File: src/rtl/vga_timing_if.sv
// Output bundle of the VGA timing generator: pixel position, region decodes,
// start pulses and the delayed active-low VGA sync pair.
interface vga_timing_if;
  logic [9:0] col_count_o;
  logic [9:0] row_count_o;
  logic       Hsync_o;
  logic       Vsync_o;
  logic       active_o;
  logic       line_start_o;
  logic       frame_start_o;
  logic       Hsync_vga_o;
  logic       Vsync_vga_o;

  modport master (
    output col_count_o, row_count_o, Hsync_o, Vsync_o, active_o,
    output line_start_o, frame_start_o, Hsync_vga_o, Vsync_vga_o
  );

  modport slave (
    input col_count_o, row_count_o, Hsync_o, Vsync_o, active_o,
    input line_start_o, frame_start_o, Hsync_vga_o, Vsync_vga_o
  );
endinterface

File: src/rtl/vga_timing_gen.sv
// 640x480 VGA pixel-timing generator: column/row counters, active-region decodes,
// line/frame start pulses and delayed active-low VGA sync pulses.
module vga_timing_gen #(
  parameter int unsigned TOTAL_COLS    = 800,
  parameter int unsigned TOTAL_ROWS    = 525,
  parameter int unsigned ACTIVE_COLS   = 640,
  parameter int unsigned ACTIVE_ROWS   = 480,
  parameter int unsigned H_FRONT_PORCH = 16,
  parameter int unsigned H_SYNC_WIDTH  = 96,
  parameter int unsigned V_FRONT_PORCH = 10,
  parameter int unsigned V_SYNC_WIDTH  = 2,
  parameter int unsigned VIDEO_DELAY   = 2
) (
  input  logic         clk_i,
  input  logic         rst_i,
  input  logic         en_i,
  vga_timing_if.master vga
);

  localparam logic [9:0] ColLast   = 10'(TOTAL_COLS - 1);
  localparam logic [9:0] RowLast   = 10'(TOTAL_ROWS - 1);
  localparam logic [9:0] ColActive = 10'(ACTIVE_COLS);
  localparam logic [9:0] RowActive = 10'(ACTIVE_ROWS);
  localparam logic [9:0] HsStart   = 10'(ACTIVE_COLS + H_FRONT_PORCH);
  localparam logic [9:0] HsEnd     = 10'(ACTIVE_COLS + H_FRONT_PORCH + H_SYNC_WIDTH - 1);
  localparam logic [9:0] VsStart   = 10'(ACTIVE_ROWS + V_FRONT_PORCH);
  localparam logic [9:0] VsEnd     = 10'(ACTIVE_ROWS + V_FRONT_PORCH + V_SYNC_WIDTH - 1);

  logic [9:0] col_q, row_q;
  logic [9:0] col_d, row_d;
  logic       hsync_q, vsync_q, active_q;
  logic       line_start_q, frame_start_q;
  logic       hraw_q, vraw_q;
  logic       col_last, row_last;

  // Next pixel position; decodes below are taken from this so that every
  // registered output describes the same pixel as the counters.
  always_comb begin
    col_last = (col_q == ColLast);
    row_last = (row_q == RowLast);
    col_d    = col_q + 10'd1;
    row_d    = row_q;
    if (col_last) begin
      col_d = '0;
      row_d = row_last ? '0 : row_q + 10'd1;
    end
  end

  always_ff @(posedge clk_i) begin
    if (rst_i) begin
      col_q         <= ColLast;
      row_q         <= RowLast;
      hsync_q       <= 1'b0;
      vsync_q       <= 1'b0;
      active_q      <= 1'b0;
      line_start_q  <= 1'b0;
      frame_start_q <= 1'b0;
      hraw_q        <= 1'b1;
      vraw_q        <= 1'b1;
    end else begin
      line_start_q  <= 1'b0;
      frame_start_q <= 1'b0;
      if (en_i) begin
        col_q         <= col_d;
        row_q         <= row_d;
        hsync_q       <= (col_d < ColActive);
        vsync_q       <= (row_d < RowActive);
        active_q      <= (col_d < ColActive) && (row_d < RowActive);
        line_start_q  <= (col_d == '0);
        frame_start_q <= (col_d == '0) && (row_d == '0);
        hraw_q        <= !((col_d >= HsStart) && (col_d <= HsEnd));
        vraw_q        <= !((row_d >= VsStart) && (row_d <= VsEnd));
      end
    end
  end

  assign vga.col_count_o   = col_q;
  assign vga.row_count_o   = row_q;
  assign vga.Hsync_o       = hsync_q;
  assign vga.Vsync_o       = vsync_q;
  assign vga.active_o      = active_q;
  assign vga.line_start_o  = line_start_q;
  assign vga.frame_start_o = frame_start_q;

  // Sync delay line runs on every clk so it drains even while en_i is low.
  if (VIDEO_DELAY == 0) begin : g_no_delay
    assign vga.Hsync_vga_o = hraw_q;
    assign vga.Vsync_vga_o = vraw_q;
  end else begin : g_delay
    logic [VIDEO_DELAY-1:0] hdly_q, vdly_q;

    always_ff @(posedge clk_i) begin
      if (rst_i) begin
        hdly_q <= '1;
        vdly_q <= '1;
      end else begin
        hdly_q[0] <= hraw_q;
        vdly_q[0] <= vraw_q;
        for (int k = 1; k < int'(VIDEO_DELAY); k++) begin
          hdly_q[k] <= hdly_q[k-1];
          vdly_q[k] <= vdly_q[k-1];
        end
      end
    end

    assign vga.Hsync_vga_o = hdly_q[VIDEO_DELAY-1];
    assign vga.Vsync_vga_o = vdly_q[VIDEO_DELAY-1];
  end

endmodule

File: src/flat_wrapper.sv
// flat-port wrapper written by rule: the top's interface ports become plain ports
module vga_timing_gen_flat 
#(
  parameter int unsigned TOTAL_COLS    = 800,
  parameter int unsigned TOTAL_ROWS    = 525,
  parameter int unsigned ACTIVE_COLS   = 640,
  parameter int unsigned ACTIVE_ROWS   = 480,
  parameter int unsigned H_FRONT_PORCH = 16,
  parameter int unsigned H_SYNC_WIDTH  = 96,
  parameter int unsigned V_FRONT_PORCH = 10,
  parameter int unsigned V_SYNC_WIDTH  = 2,
  parameter int unsigned VIDEO_DELAY   = 2
)
  (clk_i, rst_i, en_i, vga_col_count_o, vga_row_count_o, vga_Hsync_o, vga_Vsync_o, vga_active_o, vga_line_start_o, vga_frame_start_o, vga_Hsync_vga_o, vga_Vsync_vga_o);
  vga_timing_if vga_i ();
  input  logic clk_i;
  input  logic rst_i;
  input  logic en_i;
  output wire logic [$bits(vga_i.col_count_o)-1:0] vga_col_count_o;
  output wire logic [$bits(vga_i.row_count_o)-1:0] vga_row_count_o;
  output wire logic [$bits(vga_i.Hsync_o)-1:0] vga_Hsync_o;
  output wire logic [$bits(vga_i.Vsync_o)-1:0] vga_Vsync_o;
  output wire logic [$bits(vga_i.active_o)-1:0] vga_active_o;
  output wire logic [$bits(vga_i.line_start_o)-1:0] vga_line_start_o;
  output wire logic [$bits(vga_i.frame_start_o)-1:0] vga_frame_start_o;
  output wire logic [$bits(vga_i.Hsync_vga_o)-1:0] vga_Hsync_vga_o;
  output wire logic [$bits(vga_i.Vsync_vga_o)-1:0] vga_Vsync_vga_o;
  assign vga_col_count_o = vga_i.col_count_o;
  assign vga_row_count_o = vga_i.row_count_o;
  assign vga_Hsync_o = vga_i.Hsync_o;
  assign vga_Vsync_o = vga_i.Vsync_o;
  assign vga_active_o = vga_i.active_o;
  assign vga_line_start_o = vga_i.line_start_o;
  assign vga_frame_start_o = vga_i.frame_start_o;
  assign vga_Hsync_vga_o = vga_i.Hsync_vga_o;
  assign vga_Vsync_vga_o = vga_i.Vsync_vga_o;
  vga_timing_gen #(.TOTAL_COLS(TOTAL_COLS), .TOTAL_ROWS(TOTAL_ROWS), .ACTIVE_COLS(ACTIVE_COLS), .ACTIVE_ROWS(ACTIVE_ROWS), .H_FRONT_PORCH(H_FRONT_PORCH), .H_SYNC_WIDTH(H_SYNC_WIDTH), .V_FRONT_PORCH(V_FRONT_PORCH), .V_SYNC_WIDTH(V_SYNC_WIDTH), .VIDEO_DELAY(VIDEO_DELAY)) u_core (.clk_i(clk_i), .rst_i(rst_i), .en_i(en_i), .vga(vga_i));
endmodule
File: config.mk
export PLATFORM = sky130hd
export DESIGN_NAME = vga_timing_gen_flat
export DESIGN_NICKNAME = d
export VERILOG_FILES = /design/src/rtl/vga_timing_if.sv /design/src/rtl/vga_timing_gen.sv /design/src/flat_wrapper.sv
export SDC_FILE = /design/constraint.sdc
export NUM_CORES = 1
export LEC_CHECK = 0
export CORE_ASPECT_RATIO = 1.5
export CORE_UTILIZATION = 50
export DETAILED_ROUTE_END_ITERATION = 12
export PLACE_DENSITY_LB_ADDON = 0.25
export SYNTH_ARGS = -nofsm -noshare
export SYNTH_HDL_FRONTEND = slang
export SYNTH_SLANG_ARGS = --single-unit
File: constraint.sdc
create_clock -name clk_i -period 2.8 [get_ports clk_i]
set_input_delay 0.56 -clock clk_i [delete_from_list [all_inputs] [get_ports clk_i]]
set_output_delay 0.56 -clock clk_i [all_outputs]
set_load 0.01 [all_outputs]
==> results.yml, run 1 <==
status:
  status: "finished clean"
sta:
  slew-limit-headroom_pct: 60.6
  min_period_ns: 2.33
  worst_slack_ns: 0.468
  finalMaxSlewViolations: 0
  rsz0062_at_grt: "no"
  fin_skew_ns: 0.00661
  tightestPinTransition_ns: 0.585
  fin_crit_sh_pct: 83.3
  setup_tns_ns: 0
  max_freq_mhz: 429
  finalSetupViolCount: 0
  hold_viol: 0
power_and_ir_drop:
  clockPowerShare_pct: 33.1
  p_switching_mw: 0.452
  pwr-share-seq_pct: 38.1
  combPwrFrac_pct: 28.9
  sw_frac_of_total_pct: 32.5
  p_int_mw: 0.940
  vdd_ir_drop_max_v: 0.000518
  power-per-cell-area_nw_per_um2: 592
  p_leak_nw: 0.861
cells_and_area:
  fin_nets: 279
  instances_no_fill: 316
  area_growth_pct: 21.8
  drive_gt1_share_pct: 10.3
  num_antenna_cells: 0
synthesis:
  synthArstFlopShare_pct: 0
  syn-num-nets: 257
  avgSynthCellArea_um2: 7.71
  ys_ff_latch: 31
  syn-cell-area_um2: 1930
  syn_inst: 250
  synth_edf_count: 0
  ys_top_cells_by_area: "dfxtp_1 (32%), a21oi_1 (5.7%), nor2_1 (4.5%)"
  synth.most_common_cell: "dfxtp_1"
  synth-main-ff-cell: "dfxtp_1"
  synth_top_area_share_pct: 32.2
  yosysSeqAreaShare_pct: 32.2
  yosys.area.top_type: "dfxtp_1"
  yosys-top-cells-count: "dfxtp_1 (31), nor2_1 (23), a21oi_1 (22), nand2_1 (22)"
  yosysWarnings: 0
  ys_types: 49
clocking:
  cts_buffer_depth: 2
  cts_buffers: 5
  htreeDepth: 2
  cts_root_buf: "clkbuf_8"
  clkLatencyLatePin_ns: 0.29
  postCtsSetupBuffers: 0
  cts_tree: "yes"
  path_clk_slew_ns: 0.07
  clock-sinks: 31
  cts_hold_buf: 0
  cts_resized: 0
critical_path:
  startpoint_type: "register"
  cp.required_ns: 3.02
  crit_arrival_ns: 2.55
  critPathMaxFanout: 9
  critical_path_class: "reg -> reg"
  endpoint_kind: "register"
floorplan:
  boundaryPins: 30
  std_cell_rows: 27
  fp.dieH_um: 78.1
  core_area_um2: 3680
  die-area_um2: 4110
  die_x_um: 52.7
  initial_core_util_pct: 52.4
grt:
  grt_pass1_vias: 1833
  grt_usage_pct: 27.0
  grt_pass1_wl_mm: 8.27
  use_met1_pct: 29.3
  gr-max-usage-layer: "met2"
  use_met3_pct: 5.23
  antenna_found_initial: 0
  grt_max_degree: 18
  grt-ovfl-total: 0
  grt.met2_usage_pct: 45.1
place:
  placed_cells: 308
  dpl.hpwl_mm: 3.55
  port-buffer-count: 29
  place.gp.congestion: 0.975
  dp_slack_ns: 0.485
hold_path:
  min_path_type: "reg -> reg"
detailed_routing:
  via_per_inst: 6.04
  antenna_left: 0
  drtIter0Drc: 100
  wl_mm: 4.86
  drtPass1Iterations: 4
  post-route-drc-count: 0
  wl_per_cell_um: 15.4
  vias: 1908
job:
  cap_viol_max_count: 0
-- per-stage QoR --
step / hold slack [ns] / cell area, um^2 / utilization (%) / power (mW)
2_1_floorplan: 0.389 / 1930 / - / 0.806
3_3_place_gp: 0.391 / 2230 / 60.6 / 0.932
3_5_place_dp: 0.392 / 2230 / 60.6 / 0.937
4_1_cts: 0.409 / 2350 / 63.8 / 1.40
5_1_grt: 0.416 / 2350 / 63.8 / 1.47
6_report: 0.409 / 2350 / 63.8 / 1.39
-- logic make-up after synthesis --
family                     synth area share, %
and+or+nand+nor                           32.3
AOI/OAI and AO/OA                         21.5
DFF                                       32.2
buffers and inverters                     6.23
xor gates and xnor gates                  4.54
adders and majority gates                 2.60
muxes                                    0.584
-- cells in the final DEF (no fill, tap or decap), types with 2 or more instances in the layout --
cell,n
a31oi_1,4
xor2_1,5
clkdlybuf4s50_1,29
dfxtp_1,31
nand4_1,5
o311ai_0,2
buf_4,7
xnor2_1,5
nand3_1,13
a221o_1,3
nor4_1,4
nand2_1,22
a211oi_1,2
o21ai_0,13
inv_1,7
a21oi_1,22
and2_1,3
or2_2,5
o21bai_1,3
nor2_1,23
nor3_1,11
and4_1,3
clkbuf_8,6
o31a_1,3
or3_1,5
nand2b_1,3
ha_1,4
or4_1,3
and3_1,5
-- power groups by stage --
stage	clock network, mW	registers [mW]	logic [mW]
after floorplan	0	0.519	0.287
after global placement	0	0.538	0.394
after detailed placement	0	0.538	0.398
after CTS	0.469	0.528	0.400
after global routing	0.488	0.537	0.443
final	0.461	0.529	0.401
-- critical path, cell delays in order (launching register included) --
cell	delay (ns)
dfxtp_1	0.48
ha_1	0.27
nand4_4	0.16
or4_1	0.67
o21a_1	0.25
o21ai_2	0.18
nand3_1	0.11
a21oi_1	0.15
-- path summary, 6_finish.rpt --
| path | cells after the start | slack, ns | from | to |
|---|---|---|---|---|
| hold / removal | 1 | 0.41 | u_core.g_delay.hdly_q[0] | u_core.g_delay.hdly_q[1] |
| setup / recovery | 7 | 0.47 | u_core.vga.col_count_o[0] | u_core.vga.Vsync_o |
| hold reg to reg | 1 | 0.41 | u_core.g_delay.hdly_q[0] | u_core.g_delay.hdly_q[1] |
| setup reg to reg | 7 | 0.47 | u_core.vga.col_count_o[0] | u_core.vga.Vsync_o |
-- flip-flops by register name, indices dropped and copies added (netlist names) --
register and cells:
u_core.g_delay.hdly_q 2, u_core.g_delay.vdly_q 2, u_core.hraw_q 1, u_core.vga.Hsync_o 1, u_core.vga.Vsync_o 1, u_core.vga.active_o 1
u_core.vga.col_count_o 10, u_core.vga.frame_start_o 1, u_core.vga.line_start_o 1, u_core.vga.row_count_o 10, u_core.vraw_q 1
-- metal layers --
metal	vias to the layer above	wire length, um
met5	-	0
met1	876	1950
met4	0	204
met3	18	178
met2	64	2520
li1	950	-
-- area by class of cell --
cell class / instances / area (um^2)
fill: 340 / 1330
multi-input combinational: 191 / 1190
sequential: 31 / 621
timing repair buffer: 36 / 343
clock buffer: 6 / 82.6
tap: 43 / 53.8
clock inverter: 2 / 35.0
inverter: 7 / 26.3
Note: power is estimated with default switching activity, not from simulation.
==> inputs of run 2 (changes only) <==
==> constraint.sdc (replaced) <==
create_clock -name clk_i -period 2.2 [get_ports clk_i]
set_input_delay 0.44 -clock clk_i [delete_from_list [all_inputs] [get_ports clk_i]]
set_output_delay 0.44 -clock clk_i [all_outputs]
set_load 0.01 [all_outputs]
==> run 2 against run 1 <==
- fmax up 11%
- core utilization increased by 4.8 points
- critical path depth rose by 1
- design area increased by 7.6%
- critical path type unchanged
- highest routed layer unchanged
- clock power grew 28%
- largest power group unchanged
- setup slack worse by 0.36 ns
- sequential share of layout area fell by 1.8 points
- non-clock buffer count is 20 higher
- hold slack worse by 0.0013 ns
- routed wire length increased by 11%
- first-iteration DRC count shrank 13%
- register-to-register slack got worse by 0.36 ns
==> results.yml, run 2 (synthesis results as in run 1) <==
detailed_routing:
  drtPass1Iterations: 4
  wl_per_cell_um: 16.1
  drtIter0Drc: 87
  vias: 2028
  top_layer: "met4"
  wl_met1_mm: 2.12
  wl_met2_mm: 2.92
  via_per_inst: 6.04
  wl_mm: 5.40
  wl_met3_um: 195
  post-route-drc-count: 0
  antenna_left: 0
floorplan:
  boundaryPins: 30
  std_cell_rows: 27
  die_x_um: 52.7
  die-area_um2: 4110
  initial_core_util_pct: 52.4
  core_area_um2: 3680
  fp.dieH_um: 78.1
power_and_ir_drop:
  p_int_mw: 1.25
  clockPowerShare_pct: 31.7
  vdd_ir_drop_max_v: 0.000635
  combPwrFrac_pct: 33.0
  p_leak_nw: 0.961
  sw_frac_of_total_pct: 32.6
  pwr-share-seq_pct: 35.2
  power-per-cell-area_nw_per_um2: 734
  p_switching_mw: 0.605
grt:
  grt_usage_pct: 28.1
  grt-ovfl-total: 0
  grt_pass1_wl_mm: 8.49
  grt_pass1_vias: 1835
  antenna_found_initial: 0
  grt_max_degree: 16
sta:
  finalMaxSlewViolations: 0
  hold_viol: 0
  slew-limit-headroom_pct: 68.2
  finalSetupViolCount: 0
  tightestPinTransition_ns: 0.476
  max_freq_mhz: 478
  fin_crit_sh_pct: 95.1
  min_period_ns: 2.09
  whs_ns: 0.408
  fin_skew_ns: 0.0100
place:
  place.gp.congestion: 0.920
  port-buffer-count: 29
  post_dp_cell_area_um2: 2380
  dpl.hpwl_mm: 3.87
critical_path:
  startpoint_type: "register"
  cp.required_ns: 2.39
  r2r-start: "u_core.vga.col_count_o[1]"
  endpoint_kind: "register"
  crit_arrival_ns: 2.29
  critical_path_class: "reg -> reg"
  critPathMaxFanout: 10
  startpoint: "u_core.vga.col_count_o[1]"
clocking:
  path_clk_slew_ns: 0.06
  cts_root_buf: "clkbuf_8"
  cts_buffers: 5
  postCtsSetupBuffers: 0
  cts_buffer_depth: 2
  cts_tree: "yes"
  htreeDepth: 2
  clock-sinks: 31
  clkLatencyLatePin_ns: 0.29
cells_and_area:
  fin_nets: 299
  num_antenna_cells: 0
  mostFrequentLayoutCells: "dfxtp_1 (30), clkdlybuf4s50_1 (29), buf_4 (27)"
  drive_gt1_share_pct: 18.1
  area_growth_pct: 31.0
  stdcell_area_um2: 2530
  final_common_cell: "dfxtp_1"
hold_path:
  hold_start: "u_core.g_delay.vdly_q[0]"
  min_path_type: "reg -> reg"
status:
  status: "finished clean"
job:
  cap_viol_max_count: 0
run 2: changes by cell type in the layout (fill, tap and decap cells not counted), sizes merged:
cell / delta
buf: +20
run 2: final timing paths:
path / slack, ns / end / depth (start not counted)
max: 0.11 / u_core.vga.frame_start_o / 8
min: 0.41 / u_core.g_delay.vdly_q[1] / 1
max reg2reg: 0.11 / u_core.vga.frame_start_o / 8
min reg2reg: 0.41 / u_core.g_delay.vdly_q[1] / 1
run 2: layout make-up:
cell class / instances / area [um^2]
multi-input combinational: 191 / 1210
fill: 311 / 1160
sequential: 31 / 622
timing repair buffer: 56 / 493
clock buffer: 6 / 82.6
tap: 43 / 53.8
clock inverter: 2 / 35.0
inverter: 7 / 26.3
run 2: per-stage QoR:
stage | utilization (%) | setup slack, ns | std cells | setup TNS (ns) | power, mW
after CTS | 67.9 | 0.0405 | 336 | 0 | 1.84
after global placement | 64.7 | 0.0356 | 328 | 0 | 1.24
final | 68.6 | 0.107 | 336 | 0 | 1.85
after detailed placement | 64.7 | 0.0175 | 328 | 0 | 1.24
after global routing | 68.6 | -0.00284 | 336 | -0.00284 | 1.95
after floorplan | - | 0.0630 | 250 | 0 | 1.03
run 2: critical path, cell delays in order (launching register included):
cell     delay [ns]
dfxtp_1        0.34
ha_1           0.22
buf_4          0.19
and4_2         0.29
nand4_1        0.10
a21oi_1        0.16
o311a_1        0.23
and4_1         0.25
nor4b_4        0.21
run 2: per-layer routing:
metal  global-route usage (%)  up-vias
met1                     30.0      949
li1                         -      994
met4                     12.6        0
met2                     51.1       67
met3                     4.84       18
met5                        0        -
run 2: timing repair:
action | in CTS | in global routing
endpoints found under the setup margin | 0 | 9
gates resized for setup | 0 | 7
hold buffers | 0 | 0
run 2: power by group through the flow:
| stage | Clock, mW | Combinational, mW | Sequential, mW |
|---|---|---|---|
| after floorplan | 0 | 0.365 | 0.661 |
| after global placement | 0 | 0.576 | 0.661 |
| after detailed placement | 0 | 0.580 | 0.663 |
| after CTS | 0.599 | 0.586 | 0.651 |
| after global routing | 0.623 | 0.668 | 0.658 |
| final | 0.588 | 0.612 | 0.653 |
==> inputs of run 3 (changes only) <==
--- a/config.mk
+++ b/config.mk
@@ -5,6 +5,7 @@
 export SDC_FILE = /design/constraint.sdc
 export NUM_CORES = 1
 export LEC_CHECK = 0
+export ABC_CLOCK_PERIOD_IN_PS = 2200
 export CORE_ASPECT_RATIO = 1.5
 export CORE_UTILIZATION = 50
 export DETAILED_ROUTE_END_ITERATION = 12
==> results of run 3 <==
Same layout as run 2: the final DEF is identical, and so are final timing and power.
